--- src/rtl/mse_link_master.sv ---
// Purpose : Avalon-MM slave to MSE serial-link bridge; sends each read/write as a 48-bit frame on sdo/sle.
// Latency : write DONE 50 cycles after acceptance with srdy in the first wait cycle; read DONE at +82.
// Backpressure: waitrequest is held high while a request is pending, except in the single DONE cycle.
//
// Ports:
//   clk, reset_n             clock and synchronous active-low reset
//   avs_ctrl_*               Avalon-MM slave port (single-word read/write)
//   sdo, sle                 serial command frame out, MSB first, sle high for 48 cycles
//   srdy, sdi                far-end ready strobe and serial read-response data in
//   timeout_err              one-cycle pulse in the DONE cycle of a timed-out transaction
module mse_link_master #(
    parameter int unsigned TIMEOUT  = 1024,
    parameter logic [31:0] ERR_DATA = 32'hDEAD_BEEF
) (
    input  logic        clk,
    input  logic        reset_n,
    input  logic [7:0]  avs_ctrl_address,
    input  logic [31:0] avs_ctrl_writedata,
    input  logic [3:0]  avs_ctrl_byteenable,
    input  logic        avs_ctrl_write,
    input  logic        avs_ctrl_read,
    output logic [31:0] avs_ctrl_readdata,
    output logic        avs_ctrl_waitrequest,
    output logic        sdo,
    output logic        sle,
    input  logic        srdy,
    input  logic        sdi,
    output logic        timeout_err
);

    typedef enum logic [2:0] {
        S_IDLE,
        S_SHIFT,
        S_WAIT_RDY,
        S_RX,
        S_DONE
    } state_t;

    localparam logic [15:0] TMO_LAST = 16'(TIMEOUT - 1);

    state_t      state;
    state_t      state_nx;
    logic [47:0] shreg;
    logic [5:0]  bit_cnt;
    logic [15:0] tmo_cnt;
    logic        is_wr;
    logic        req;
    logic [47:0] frame;

    assign req = avs_ctrl_read | avs_ctrl_write;

    // A simultaneous read and write is sent as a write; read frames carry zero data.
    assign frame = {avs_ctrl_write, avs_ctrl_byteenable, 3'b000, avs_ctrl_address,
                    avs_ctrl_write ? avs_ctrl_writedata : 32'h0};

    assign avs_ctrl_waitrequest = req & (state != S_DONE);

    always_comb begin
        state_nx = state;
        unique case (state)
            S_IDLE: begin
                if (req) state_nx = S_SHIFT;
            end
            S_SHIFT: begin
                if (bit_cnt == 6'd47) state_nx = S_WAIT_RDY;
            end
            S_WAIT_RDY: begin
                // srdy wins over an expiring timeout in the same cycle.
                if (srdy)                     state_nx = is_wr ? S_DONE : S_RX;
                else if (tmo_cnt == TMO_LAST) state_nx = S_DONE;
            end
            S_RX: begin
                if (bit_cnt == 6'd31) state_nx = S_DONE;
            end
            S_DONE: begin
                state_nx = S_IDLE;
            end
            default: state_nx = S_IDLE;
        endcase
    end

    always_ff @(posedge clk) begin
        if (!reset_n) begin
            state             <= S_IDLE;
            shreg             <= '0;
            bit_cnt           <= '0;
            tmo_cnt           <= '0;
            is_wr             <= 1'b0;
            sdo               <= 1'b0;
            sle               <= 1'b0;
            avs_ctrl_readdata <= '0;
            timeout_err       <= 1'b0;
        end else begin
            state       <= state_nx;
            timeout_err <= 1'b0;
            unique case (state)
                S_IDLE: begin
                    if (req) begin
                        // Bit 47 goes straight to sdo; the register keeps the rest pre-shifted.
                        sdo     <= frame[47];
                        shreg   <= {frame[46:0], 1'b0};
                        sle     <= 1'b1;
                        bit_cnt <= '0;
                        tmo_cnt <= '0;
                        is_wr   <= avs_ctrl_write;
                    end
                end
                S_SHIFT: begin
                    if (bit_cnt == 6'd47) begin
                        sle     <= 1'b0;
                        sdo     <= 1'b0;
                        tmo_cnt <= '0;
                    end else begin
                        sdo     <= shreg[47];
                        shreg   <= {shreg[46:0], 1'b0};
                        bit_cnt <= bit_cnt + 6'd1;
                    end
                end
                S_WAIT_RDY: begin
                    tmo_cnt <= tmo_cnt + 16'd1;
                    if (srdy) begin
                        bit_cnt <= '0;
                    end else if (tmo_cnt == TMO_LAST) begin
                        timeout_err <= 1'b1;
                        if (!is_wr) avs_ctrl_readdata <= ERR_DATA;
                    end
                end
                S_RX: begin
                    // First sample ends up in bit 31 after 32 shifts.
                    avs_ctrl_readdata <= {avs_ctrl_readdata[30:0], sdi};
                    bit_cnt           <= bit_cnt + 6'd1;
                end
                S_DONE: begin
                end
                default: begin
                end
            endcase
        end
    end

endmodule

--- config.mk ---
export PLATFORM = sky130hd
export DESIGN_NAME = mse_link_master
export DESIGN_NICKNAME = d
export VERILOG_FILES = /design/src/rtl/mse_link_master.sv
export SDC_FILE = /design/constraint.sdc
export NUM_CORES = 1
export LEC_CHECK = 0
export ABC_AREA = 1
export CAP_MARGIN = 20
export CORE_MARGIN = 1.5
export CORE_UTILIZATION = 25
export CTS_CLUSTER_DIAMETER = 60
export CTS_CLUSTER_SIZE = 14
export DETAILED_ROUTE_END_ITERATION = 10
export MAX_ROUTING_LAYER = met4
export PLACE_DENSITY = 0.52
export SETUP_SLACK_MARGIN = 0.02
export SKIP_LAST_GASP = 1
export SYNTH_ARGS = -nofsm -noshare
export SYNTH_HDL_FRONTEND = slang
export SYNTH_SLANG_ARGS = --single-unit
--- constraint.sdc ---
create_clock -name clk -period 4.2 [get_ports clk]
set_input_delay 0.84 -clock clk [delete_from_list [all_inputs] [get_ports clk]]
set_output_delay 0.84 -clock clk [all_outputs]
set_load 0.02 [all_outputs]
==> flow_metrics.env, run 1 <==
export IMPL_outcome="finished, final reports clean"
export IMPL_ys_seq_elements=108
export IMPL_clock_sinks=108
export IMPL_syn_nets=857
export IMPL_required_ns=3.36
export IMPL_first_global_vias=4509
export IMPL_wl_per_cell_um=11.4
export IMPL_die_y_um=146
export IMPL_ir_drop_mv=0.259
export IMPL_cts_setup_buffers=0
export IMPL_cts_resized_gates=0
export IMPL_antenna_found_initial=0
export IMPL_instances_no_fill=1145
export IMPL_ys_seq_area_share_pct=42.2
export IMPL_antennaDiodeCount=0
export IMPL_synth_simple_area_share_pct=35.4
export IMPL_fin_area_mm2=0.00647
export IMPL_synthMuxAreaShare_pct=0
export IMPL_crit_slowest_cell="clkdlybuf4s50_1"
export IMPL_ant_nets=0
export IMPL_vias=4869
export IMPL_min_period_ns=3.10
export IMPL_synth_top_area_share_pct=42.2
export IMPL_holdWs_ns=0.467
export IMPL_dp_hpwl_um=8490
export IMPL_critPathMaxFanout=5
export IMPL_dr_pass1_iters=4
export IMPL_io_buffers=85
export IMPL_critical_path_depth=4
export IMPL_syn2layout_area_growth_pct=26.4
export IMPL_io_pins=86
export IMPL_end_kind="output port"
export IMPL_yosys_area_top_type="dfxtp_1"
export IMPL_place_congestion=0.796
export IMPL_cts_buffer_depth=2
export IMPL_rows=52
export IMPL_cpPeakStageDelay_ns=0.63
export IMPL_first_iter_violations=213
export IMPL_insertion_delay_ns=0.35
export IMPL_r2r_slack_ns=1.77
export IMPL_cp_common_cell="clkdlybuf4s50_1"
export IMPL_synth_top_family_by_area="simple AND/OR/NAND/NOR gates"
export IMPL_path_cells="clkdlybuf4s50_1 -> nor2_1 -> a31oi_1 -> clkdlybuf4s50_1"
export IMPL_p_leak_uw=0.00290
export IMPL_rsz0062_at_grt="false"
export IMPL_clk_pin_slew_ns=0.08
export IMPL_drv_cap=0
export IMPL_synthesis_area_mm2=0.00512
export IMPL_mostFrequentLayoutCells="224 x nand2_1, 172 x nor2_1, 108 x dfxtp_1, 85 x clkdlybuf4s50_1, 79 x inv_1"
export IMPL_routed_wl_um=13000
export IMPL_synth_fa_ha_area_share_pct=0.489
export IMPL_synthDistinctLibCells=29
export IMPL_final_core_util_pct=32.1
export IMPL_yosys_area_share_xor_xnor_pct=0
export IMPL_start_kind="input pin"
export IMPL_cp_arrival_ns=2.26
export IMPL_min_path_type="reg2reg"
export IMPL_path_class="in2out"
export IMPL_fmaxAchievable_ghz=0.323
export IMPL_via_per_inst=4.25
export IMPL_max_slew_margin_rel_pct=35.6
export IMPL_finClkSkew_ns=0.0103
export IMPL_die_w_um=146
export IMPL_cts_tree="yes"
export IMPL_slew_viol_final=0
export IMPL_max_slew_worst_pin_slew_ns=0.965
export IMPL_r2r_end="shreg[24]"
export IMPL_setup_tns_final_ns=0
export IMPL_grt_max_degree=54
export IMPL_die_area_mm2=0.0214
export IMPL_r2r_cells=9
export IMPL_p_per_area_mw_per_mm2=583
export IMPL_grt_pass1_wl_um=21800
export IMPL_mostFrequentLayoutCell="nand2_1"
export IMPL_cp_startpoint="avs_ctrl_write"
export IMPL_initial_core_util_pct=25.4
export IMPL_synth_top_cells_by_area="dfxtp_1 42%, nand2_1 16%, nor2_1 13%"
export IMPL_overflow=0
export IMPL_ctsHoldBuffers=0
export IMPL_synth_compound_area_share_pct=12.4
export IMPL_worstReg2RegStart="state[2]"
export IMPL_core_area_mm2=0.0202
export IMPL_cp_endpoint="avs_ctrl_waitrequest"
export IMPL_syn_instance_count=805
export IMPL_crit_family="buffers and inverters"
export IMPL_htreeDepth=3
export IMPL_yosysWarnings=0
export IMPL_setup_viol=0
export IMPL_avgSynthCellArea_um2=6.36
export IMPL_layout_drive_gt1_share_pct=4.34
export IMPL_fin_crit_sh_pct=73.7
export IMPL_root_buffer="clkbuf_16"
export IMPL_hold_depth=2
export IMPL_crit_buf_inv=2
export IMPL_final_nets=923
export IMPL_grt_usage_pct=12.7
export IMPL_hold_viol=0
export IMPL_cts_made_buffers=9
export IMPL_place_area_mm2=0.00620
export IMPL_dp_cells=1130
export IMPL_drc_errors=0
[sequential cells by signal (all words and copies together), names as in the netlist]
| signal | cells |
|---|---|
| bit_cnt | 6 |
| tmo_cnt | 16 |
| sle | 1 |
| avs_ctrl_readdata | 32 |
| is_wr | 1 |
| timeout_err | 1 |
| shreg | 47 |
| state | 3 |
| sdo | 1 |
[power breakdown]
group	internal (uW)	switching, uW
Clock	421	399
Sequential	1300	134
Combinational	524	996
Total	2250	1530
[layer usage]
layer / GRT usage, % / part of all wire (%) / vias to the layer above
met5: - / 0 / -
met4: 3.18 / 1.1 / 0
met3: 3.94 / 7.3 / 12
met2: 19.1 / 40 / 99
met1: 16.5 / 51 / 2136
li1: - / - / 2622
[worst register-to-register path, cell delays in order (launching register included)]
cell,delay (ns)
dfxtp_1,0.41
inv_2,0.13
nand2_2,0.09
nor2_2,0.56
nand2_1,0.21
nand2_2,0.41
buf_12,0.29
nand2_1,0.12
nand2_1,0.07
nor2_1,0.04
[per-stage QoR]
stage	worst slack, ns	power (uW)
final	1.10	3780
after global routing	0.998	4120
after CTS	1.11	3840
after detailed placement	1.11	3000
after global placement	1.15	3000
after floorplan	2.11	2590
[cells in the mapped netlist]
| library cell | instances |
|---|---|
| or2_2 | 4 |
| buf_6 | 3 |
| o21bai_1 | 4 |
| nor2_1 | 172 |
| o21ai_0 | 75 |
| inv_2 | 3 |
| buf_1 | 1 |
| nand4_1 | 3 |
| dfxtp_1 | 108 |
| nand2_1 | 224 |
| a31oi_1 | 2 |
| nor2_4 | 1 |
| nor3_2 | 2 |
| o21ai_1 | 2 |
| nand3_1 | 35 |
| clkbuf_1 | 21 |
| inv_1 | 79 |
| buf_4 | 1 |
| nor3_1 | 2 |
| a21oi_1 | 38 |
| o211ai_1 | 2 |
| nand2_2 | 3 |
| buf_2 | 11 |
| and2_1 | 1 |
| nor3b_1 | 1 |
| nor2_2 | 2 |
| nand3_2 | 2 |
| clkinv_1 | 1 |
| ha_1 | 2 |
[kinds of logic (layout without fill, tap and decap cells)]
family / after synthesis / count (layout)
buf+inv: 120 / 190
fa+ha+maj: 2 / 2
compound gates: 123 / 123
simple gates: 452 / 452
flops: 108 / 108
[area by class of cell]
cell class / instances / area, um2
multi-input cells: 577 / 2470
clock buffers: 11 / 243
inverters: 83 / 312
flip-flops and latches: 108 / 2160
clock inverters: 4 / 32.5
fillers: 2219 / 13700
repair buffers: 92 / 916
well taps: 270 / 338
[how the worst min path moves through the flow]
stage | from | end | slack (ns)
after floorplan | shreg[47] | sdo | 0.44
after global placement | shreg[42] | shreg[42] | 0.45
after detailed placement | shreg[42] | shreg[42] | 0.46
after CTS | shreg[42] | shreg[42] | 0.47
after global routing | shreg[47] | sdo | 0.50
final | shreg[40] | shreg[41] | 0.47
Power figures use the tool's default switching activity.
==> inputs of run 2 (changes only) <==
--- a/config.mk
+++ b/config.mk
@@ -13,7 +13,7 @@
 export CTS_CLUSTER_SIZE = 14
 export DETAILED_ROUTE_END_ITERATION = 10
 export MAX_ROUTING_LAYER = met4
-export PLACE_DENSITY = 0.52
+export PLACE_DENSITY = 0.53
 export SETUP_SLACK_MARGIN = 0.02
 export SKIP_LAST_GASP = 1
 export SYNTH_ARGS = -nofsm -noshare
==> constraint.sdc (replaced) <==
create_clock -name clk -period 2.8 [get_ports clk]
set_input_delay 0.56 -clock clk [delete_from_list [all_inputs] [get_ports clk]]
set_output_delay 0.56 -clock clk [all_outputs]
set_load 0.02 [all_outputs]
==> run 2 against run 1 <==
Flip-flop and latch count did not move. Non-clock buffer count is 9 higher. Power grew 52%. Combinational power increased by 55%. Via count up 0.80%. Largest cell class unchanged. Largest power group unchanged. Highest routed layer unchanged.
==> flow_metrics.env, run 2 (same netlist as run 1, synthesis figures left out) <==
export IMPL_outcome="finished, final reports clean"
export IMPL_rsz0062_at_grt="false"
export IMPL_reg_top3="shreg: 47 flops, avs_ctrl_readdata: 32 flops, tmo_cnt: 16 flops"
export IMPL_max_slew_margin_rel_pct=51.9
export IMPL_cp_endpoint="avs_ctrl_waitrequest"
export IMPL_finClkSkew_ns=0.00819
export IMPL_htreeDepth=3
export IMPL_first_global_vias=4603
export IMPL_cp_common_cell="clkdlybuf4s50_1"
export IMPL_syn2layout_area_growth_pct=28.3
export IMPL_start_kind="input pin"
export IMPL_place_congestion=0.783
export IMPL_setup_tns_final_ns=0
export IMPL_vias=4908
export IMPL_drc_errors=0
export IMPL_fmaxAchievable_ghz=0.404
export IMPL_final_nets=932
export IMPL_drv_cap=0
export IMPL_insertion_delay_ns=0.35
export IMPL_path_cells="clkdlybuf4s50_1 -> nor2_1 -> a31oi_1 -> clkdlybuf4s50_1"
export IMPL_cts_tree="yes"
export IMPL_regMostFlops="shreg"
export IMPL_end_kind="output port"
export IMPL_r2r_end="shreg[25]"
export IMPL_grt_pass1_wl_um=22000
export IMPL_path_class="in2out"
export IMPL_critPathMaxFanout=2
export IMPL_grt_usage_pct=12.7
export IMPL_io_pins=86
export IMPL_dp_hpwl_um=8710
export IMPL_clk_pin_slew_ns=0.07
export IMPL_cts_resized_gates=0
export IMPL_first_iter_violations=258
export IMPL_crit_slowest_cell="clkdlybuf4s50_1"
export IMPL_ant_nets=0
export IMPL_initial_core_util_pct=25.4
export IMPL_cpPeakStageDelay_ns=0.63
export IMPL_die_area_mm2=0.0214
export IMPL_max_slew_worst_pin_slew_ns=0.720
export IMPL_antennaDiodeCount=0
export IMPL_ir_drop_mv=0.316
export IMPL_mostFrequentLayoutCells="224 x nand2_1, 172 x nor2_1, 108 x dfxtp_1, 85 x clkdlybuf4s50_1, 79 x inv_1"
export IMPL_mostFrequentLayoutCell="nand2_1"
export IMPL_final_core_util_pct=32.6
export IMPL_rows=52
export IMPL_r2r_slack_ns=0.51
export IMPL_via_per_inst=4.25
export IMPL_overflow=0
export IMPL_core_area_mm2=0.0202
export IMPL_setup_viol=0
export IMPL_cp_startpoint="avs_ctrl_read"
export IMPL_cp_arrival_ns=1.91
export IMPL_place_area_mm2=0.00629
export IMPL_hold_viol=0
export IMPL_p_per_area_mw_per_mm2=875
export IMPL_io_buffers=85
export IMPL_largest_register_ffs=47
export IMPL_layout_drive_gt1_share_pct=5.54
export IMPL_wl_per_cell_um=11.2
export IMPL_min_period_ns=2.47
export IMPL_min_path_type="reg2reg"
export IMPL_cts_setup_buffers=0
export IMPL_cts_buffer_depth=2
export IMPL_die_w_um=146
export IMPL_required_ns=2.24
export IMPL_p_leak_uw=0.00296
export IMPL_ctsHoldBuffers=0
export IMPL_grt_max_degree=51
export IMPL_cts_made_buffers=9
export IMPL_slew_viol_final=0
export IMPL_fin_crit_sh_pct=88.3
export IMPL_r2r_cells=9
export IMPL_p_total_uw=5750
export IMPL_worstReg2RegStart="state[2]"
export IMPL_clock_sinks=108
export IMPL_routed_wl_um=13000
export IMPL_antenna_found_initial=0
export IMPL_fin_area_mm2=0.00657
export IMPL_dr_pass1_iters=4
export IMPL_root_buffer="clkbuf_16"
export IMPL_die_y_um=146
## run 2: changes by cell type in the layout (fill, tap and decap cells not counted), sizes merged
cell,previous run,this run
clkinv,1,4
clkinvlp,2,0
clkbuf,11,9
inv,84,86
buf,7,16
## run 2: area by class of cell
| cell class | instances | area (um2) |
|---|---|---|
| multi-input combinational | 577 | 2470 |
| clock inverter | 7 | 56.3 |
| clock buffer | 9 | 225 |
| tap | 270 | 338 |
| inverter | 83 | 312 |
| fill | 2185 | 13600 |
| sequential | 108 | 2160 |
| timing repair buffer | 101 | 1010 |
## run 2: worst min-delay path by stage
stage	endpoint	cells after the start	from
floorplan	sdo	2	shreg[47]
global placement	shreg[42]	2	shreg[42]
CTS	shreg[42]	2	shreg[42]
global route	sdo	2	shreg[47]
finish	shreg[42]	2	shreg[42]
detailed placement	shreg[42]	2	shreg[42]
## run 2: worst max-delay path, delay by kind of cell
kind	cells	cell delay, ns
simple gates	1	0.06
compound gates	1	0.17
buf+inv	2	1.12
## run 2: through the flow
step | hold WS (ns) | cells | worst slack (ns)
final | 0.463 | 1155 | 0.327
after global routing | 0.485 | 1155 | 0.281
after CTS | 0.464 | 1155 | 0.339
after detailed placement | 0.454 | 1139 | 0.345
after global placement | 0.450 | 1139 | 0.387
after floorplan | 0.438 | 805 | 1.21
## run 2: power breakdown
part	switching (uW)	internal [uW]	leakage (uW)
Sequential	208	1950	0.000883
Combinational	1500	852	0.00193
Clock	625	619	0.000142
## run 2: layer usage
layer  routed length [um]  vias up  GRT usage [%]
met5                    0        -              -
met3                  755       11           3.72
met4                  129        0           3.03
met2                 5480       91           19.5
met1                 6600     2157           16.4
li1                     -     2649              -
==> edit 1, RTL diff (config.mk and constraints of run 2) <==
The 5 states of `state_t` get a one-hot encoding in 5 bits.
--- a/src/rtl/mse_link_master.sv
+++ b/src/rtl/mse_link_master.sv
@@ -29,10 +29,10 @@
 );
 
-    typedef enum logic [2:0] {
-        S_IDLE,
-        S_SHIFT,
-        S_WAIT_RDY,
-        S_RX,
-        S_DONE
+    typedef enum logic [4:0] {
+        S_IDLE     = 5'b00001,
+        S_SHIFT    = 5'b00010,
+        S_WAIT_RDY = 5'b00100,
+        S_RX       = 5'b01000,
+        S_DONE     = 5'b10000
     } state_t;
 
Behaviour: same outputs for any inputs over 10 cycles, from zero or initial values and one cycle with reset_n low; not proved beyond that.
==> edit 1 against run 2 <==
Clock skew fell by 0.00067 ns; design area barely moved; worst setup slack got worse by 0.0087 ns; hold slack got worse by 0.0098 ns; wire length rose by 0.27%; area after synthesis rose by 2.2%; sequential cell count rose by 2; first-iteration DRC count fell by 9.7%; critical path type unchanged; largest cell class unchanged; highest routed layer unchanged.
Power is not compared: it rests on default switching activity, and its combinational part moved more than twofold at a synthesized area within 25%.
==> edit 1: results (changes against run 2) <==
stage,metric,value,unit,change
route,drt_iter0_markers,233,,-9.7%
layout,nets,884,,-5.2%
layout,fill_cells,2248,,+2.9%
yosys,synth_fa_ha_area_share,0.478,%,-0.011 points
status,status,finished clean,,
power_and_ir_drop,ir_drop,0.331,mV,
setup_path,slowest_delay,0.60,ns,-0.03 ns
yosys,synthArstFlopShare,0,%,unchanged
yosys,synthCells,763,,-5.2%
global_route,grt_pass1_wl,22000,um,+0.31%
place,dp.cells,1091,,-4.2%
hold_path,worstHoldStart,shreg[46],,
global_route,first_global_vias,4467,,-3.0%
timing,worst_pin_slew,0.762,ns,+0.0420 ns
yosys,yosys-top-cells-area,"dfxtp_1, nand2_1, nor2_1",,
global_route,grt_max_degree,72,,+41%
route,met2_length,5820,um,+6.2%
setup_path,r2r_start,bit_cnt[0],,
layout,drive_gt1_share,7.43,%,+1.9 points
yosys,synth_top_family_by_area,simple AND/OR/NAND/NOR gates,,
yosys,synth_xor_xnor_area_share,0.167,%,+0.17 points
route,wl_met3,424,um,-44%
global_route,antenna_found_initial,1,,+1
setup_path,startpoint,avs_ctrl_write,,
route,wl,13000,um,+0.27%
route,num_vias,4815,,-1.9%
yosys,ys_seq_area_share,42.1,%,-0.15 points
yosys,ys_types,34,,+17%
yosys,synth_compound_area_share,14.6,%,+2.2 points
place,pre_cts_slack,0.307,ns,-0.0381 ns
place,dp_hpwl,8600,um,-1.3%
route,avgRoutedWirePerCell,11.7,um,+4.7%
global_route,grt_usage,12.8,%,+0.12 points
yosys,synth_nets,815,,-4.9%
yosys,synthTopCellsByCount,"nand2_1, nor2_1, dfxtp_1, inv_1, nand3_1",,
timing,fin_skew,0.00751,ns,-0.000671 ns
route,wl_met1,6480,um,-1.7%
setup_path,worstPathMaxFanout,3,,+1
setup_path,crit_family,buffers and inverters,,
-- edit 1: cell types whose count changed after synthesis, moves of 7 or more --
cell	change
nand3_1	+8
o21bai_1	+20
inv_1	-29
buf_4	+7
nor2_1	-59
o21ai_1	+37
o21ai_0	-39
-- edit 1: area by class of cell --
class	instances	area [um^2]	area share, %
multi-input combinational	557	2610	39.8
sequential	110	2200	33.5
antenna	1	2.50	0.0381
timing repair buffer	95	933	14.2
inverter	59	223	3.39
tap	270	338	5.15
clock buffer	12	246	3.75
clock inverter	2	10.0	0.152
-- edit 1: worst paths after layout --
path / slack (ns) / cells past startpoint / to
worst max register to register: 0.77 / 8 / shreg[33]
worst max-delay path: 0.32 / 6 / avs_ctrl_waitrequest
worst min-delay path: 0.45 / 2 / shreg[46]
worst min register to register: 0.45 / 2 / shreg[46]
-- edit 1: layer usage --
metal  GRT usage [%]  up-vias
met5               -        -
met4            4.25        0
met3            2.93       12
met2            19.6       78
met1            16.7     2156
li1                -     2569
-- edit 1: cell families after synthesis --
family | Yosys count
AND/OR/NAND/NOR | 414
adder cells (fa/ha/maj) | 2
flip-flops | 110
buffers and inverters | 96
XOR/XNOR | 1
AO/OA/AOI/OAI | 140
-- edit 1: tightest hold or removal path, delay by kind of cell (launching register included) --
family,cells,cell delay [ns]
buf+inv,1,0.06
flops,1,0.30
compound gates,1,0.05
-- edit 1: power by group through the flow --
stage | sequential [mW] | clock (mW) | combinational, mW
5_1_grt | 1.96 | 1.28 | 1.22
3_3_place_gp | 1.96 | 0 | 1.08
3_5_place_dp | 1.96 | 0 | 1.08
2_1_floorplan | 1.94 | 0 | 0.821
6_report | 1.93 | 1.18 | 1.07
4_1_cts | 1.93 | 1.23 | 1.09
==> edit 2, RTL diff (settings of run 2) <==
Without the edit above. `TIMEOUT`: 1024 -> 512.
--- a/src/rtl/mse_link_master.sv
+++ b/src/rtl/mse_link_master.sv
@@ -10,5 +10,5 @@
 //   timeout_err              one-cycle pulse in the DONE cycle of a timed-out transaction
 module mse_link_master #(
-    parameter int unsigned TIMEOUT  = 1024,
+    parameter int unsigned TIMEOUT  = 512,
     parameter logic [31:0] ERR_DATA = 32'hDEAD_BEEF
 ) (
Function: same outputs for any inputs over 10 cycles, from zero or initial values and one cycle with reset_n low; that may be too few to reach the edited logic, so the function may still have changed.
==> edit 2 against run 2 <==
Clock skew up 0.0046 ns; combinational power shrank 11%; highest routed layer unchanged; largest cell class unchanged; total power fell by 4.0%; cell count is 4.8% lower; synthesized cell count down 6.0%; non-clock buffer count shrank 8; area after synthesis down 0.66%; register-to-register slack improved by 0.08 ns; sequential share of layout area increased by 0.31 points; wire length down 1.4%; sequential cell count stayed put; worst setup slack worse by 0.048 ns; design area down 0.93%; core utilization decreased by 0.20 points.
==> edit 2: results (changes against run 2) <==
stage,metric,value,unit,change
timing,worst_pin_slew,0.593,ns,-0.128 ns
layout,seq_share,33.2,%,+0.31 points
route,wl_met3,433,um,-43%
status,status,finished clean,,
route,wl_met1,6540,um,-0.86%
route,first_pass_iters,5,,+1
yosys,yosys-top-cells-area,"dfxtp_1, nand2_1, a21oi_1",,
setup_path,timing.rr.end,avs_ctrl_readdata[27],,
yosys,synthArstFlopShare,0,%,unchanged
route,drt_iter0_markers,284,,+10%
layout,bufAreaShareNonClock,14.6,%,-0.78 points
global_route,grt_usage,12.9,%,+0.23 points
layout,n_all_inverters,68,,-18%
global_route,grt_pass1_wl,22000,um,+0.16%
setup_path,worstPathMaxFanout,3,,+1
layout,drive_gt1_share,8.80,%,+3.3 points
power_and_ir_drop,ir_drop,0.567,mV,+79%
layout,fill_cells,2166,,-0.87%
setup_path,reg2reg_depth,7,,-2
global_route,grt_max_degree,40,,-22%
yosys,synth_compound_area_share,15.0,%,+2.7 points
layout,multi_input_area,2480,um^2,+0.35%
route,avgRoutedWirePerCell,11.6,um,+3.5%
place,place_congestion,0.786,,+0.40%
hold_path,min_to,shreg[46],,
layout,multi_input_comb_cells,545,,-5.5%
place,dp_hpwl,8450,um,-3.0%
route,vias_per_cell,4.26,,+0.36%
layout,n_clock_buffer,10,,+1
global_route,globalRouteMet3Util,2.85,%,-0.87 points
global_route,grtUsageMet2,20.4,%,+0.88 points
setup_path,arrival,1.96,ns,+0.05 ns
layout,buffers,93,,-7.9%
hold_path,worstHoldStart,shreg[46],,
setup_path,r2r_slack,0.59,ns,+0.08 ns
global_route,first_global_vias,4515,,-1.9%
layout,nets,877,,-5.9%
yosys,ys_seq_area_share,42.5,%,+0.28 points
yosys,synth_nets,809,,-5.6%
layout,clk_share,5.04,%,+0.75 points
power_and_ir_drop,leakagePower,2.75,nW,-7.2%
timing,hold_slack,0.448,ns,-0.0154 ns
power_and_ir_drop,p_per_area,849,nW/um^2,-3.1%
yosys,synthTopCellsByCount,"nand2_1, dfxtp_1, nor2_1, a21oi_1, inv_1",,
yosys,ys_types,30,,+3.4%
yosys,synth_fa_ha_area_share,0.492,%,+0.0032 points
-- edit 2: cell count changes after synthesis, sizes merged --
cell,before,now
clkbuf,21,13
o21bai,4,3
nor3,4,6
nand3b,0,1
o21ai,77,61
clkinv,1,0
o211ai,2,1
nor2,175,92
a31oi,2,1
nand2,227,254
a21oi,38,77
buf,16,23
inv,82,68
nand3,37,38
-- edit 2: metrics by stage --
step | std cells | setup WS, ns
2_1_floorplan | 757 | 1.28
3_3_place_gp | 1084 | 0.263
3_5_place_dp | 1084 | 0.246
4_1_cts | 1100 | 0.244
5_1_grt | 1100 | 0.181
6_report | 1100 | 0.280
-- edit 2: power by group --
part | internal (mW) | switching, mW | total, mW | leakage (nW)
combinational | 0.704 | 1.37 | 2.08 | 1.71
clock | 0.745 | 0.650 | 1.40 | 0.160
sequential | 1.86 | 0.196 | 2.05 | 0.880
total | 3.30 | 2.22 | 5.52 | 2.75
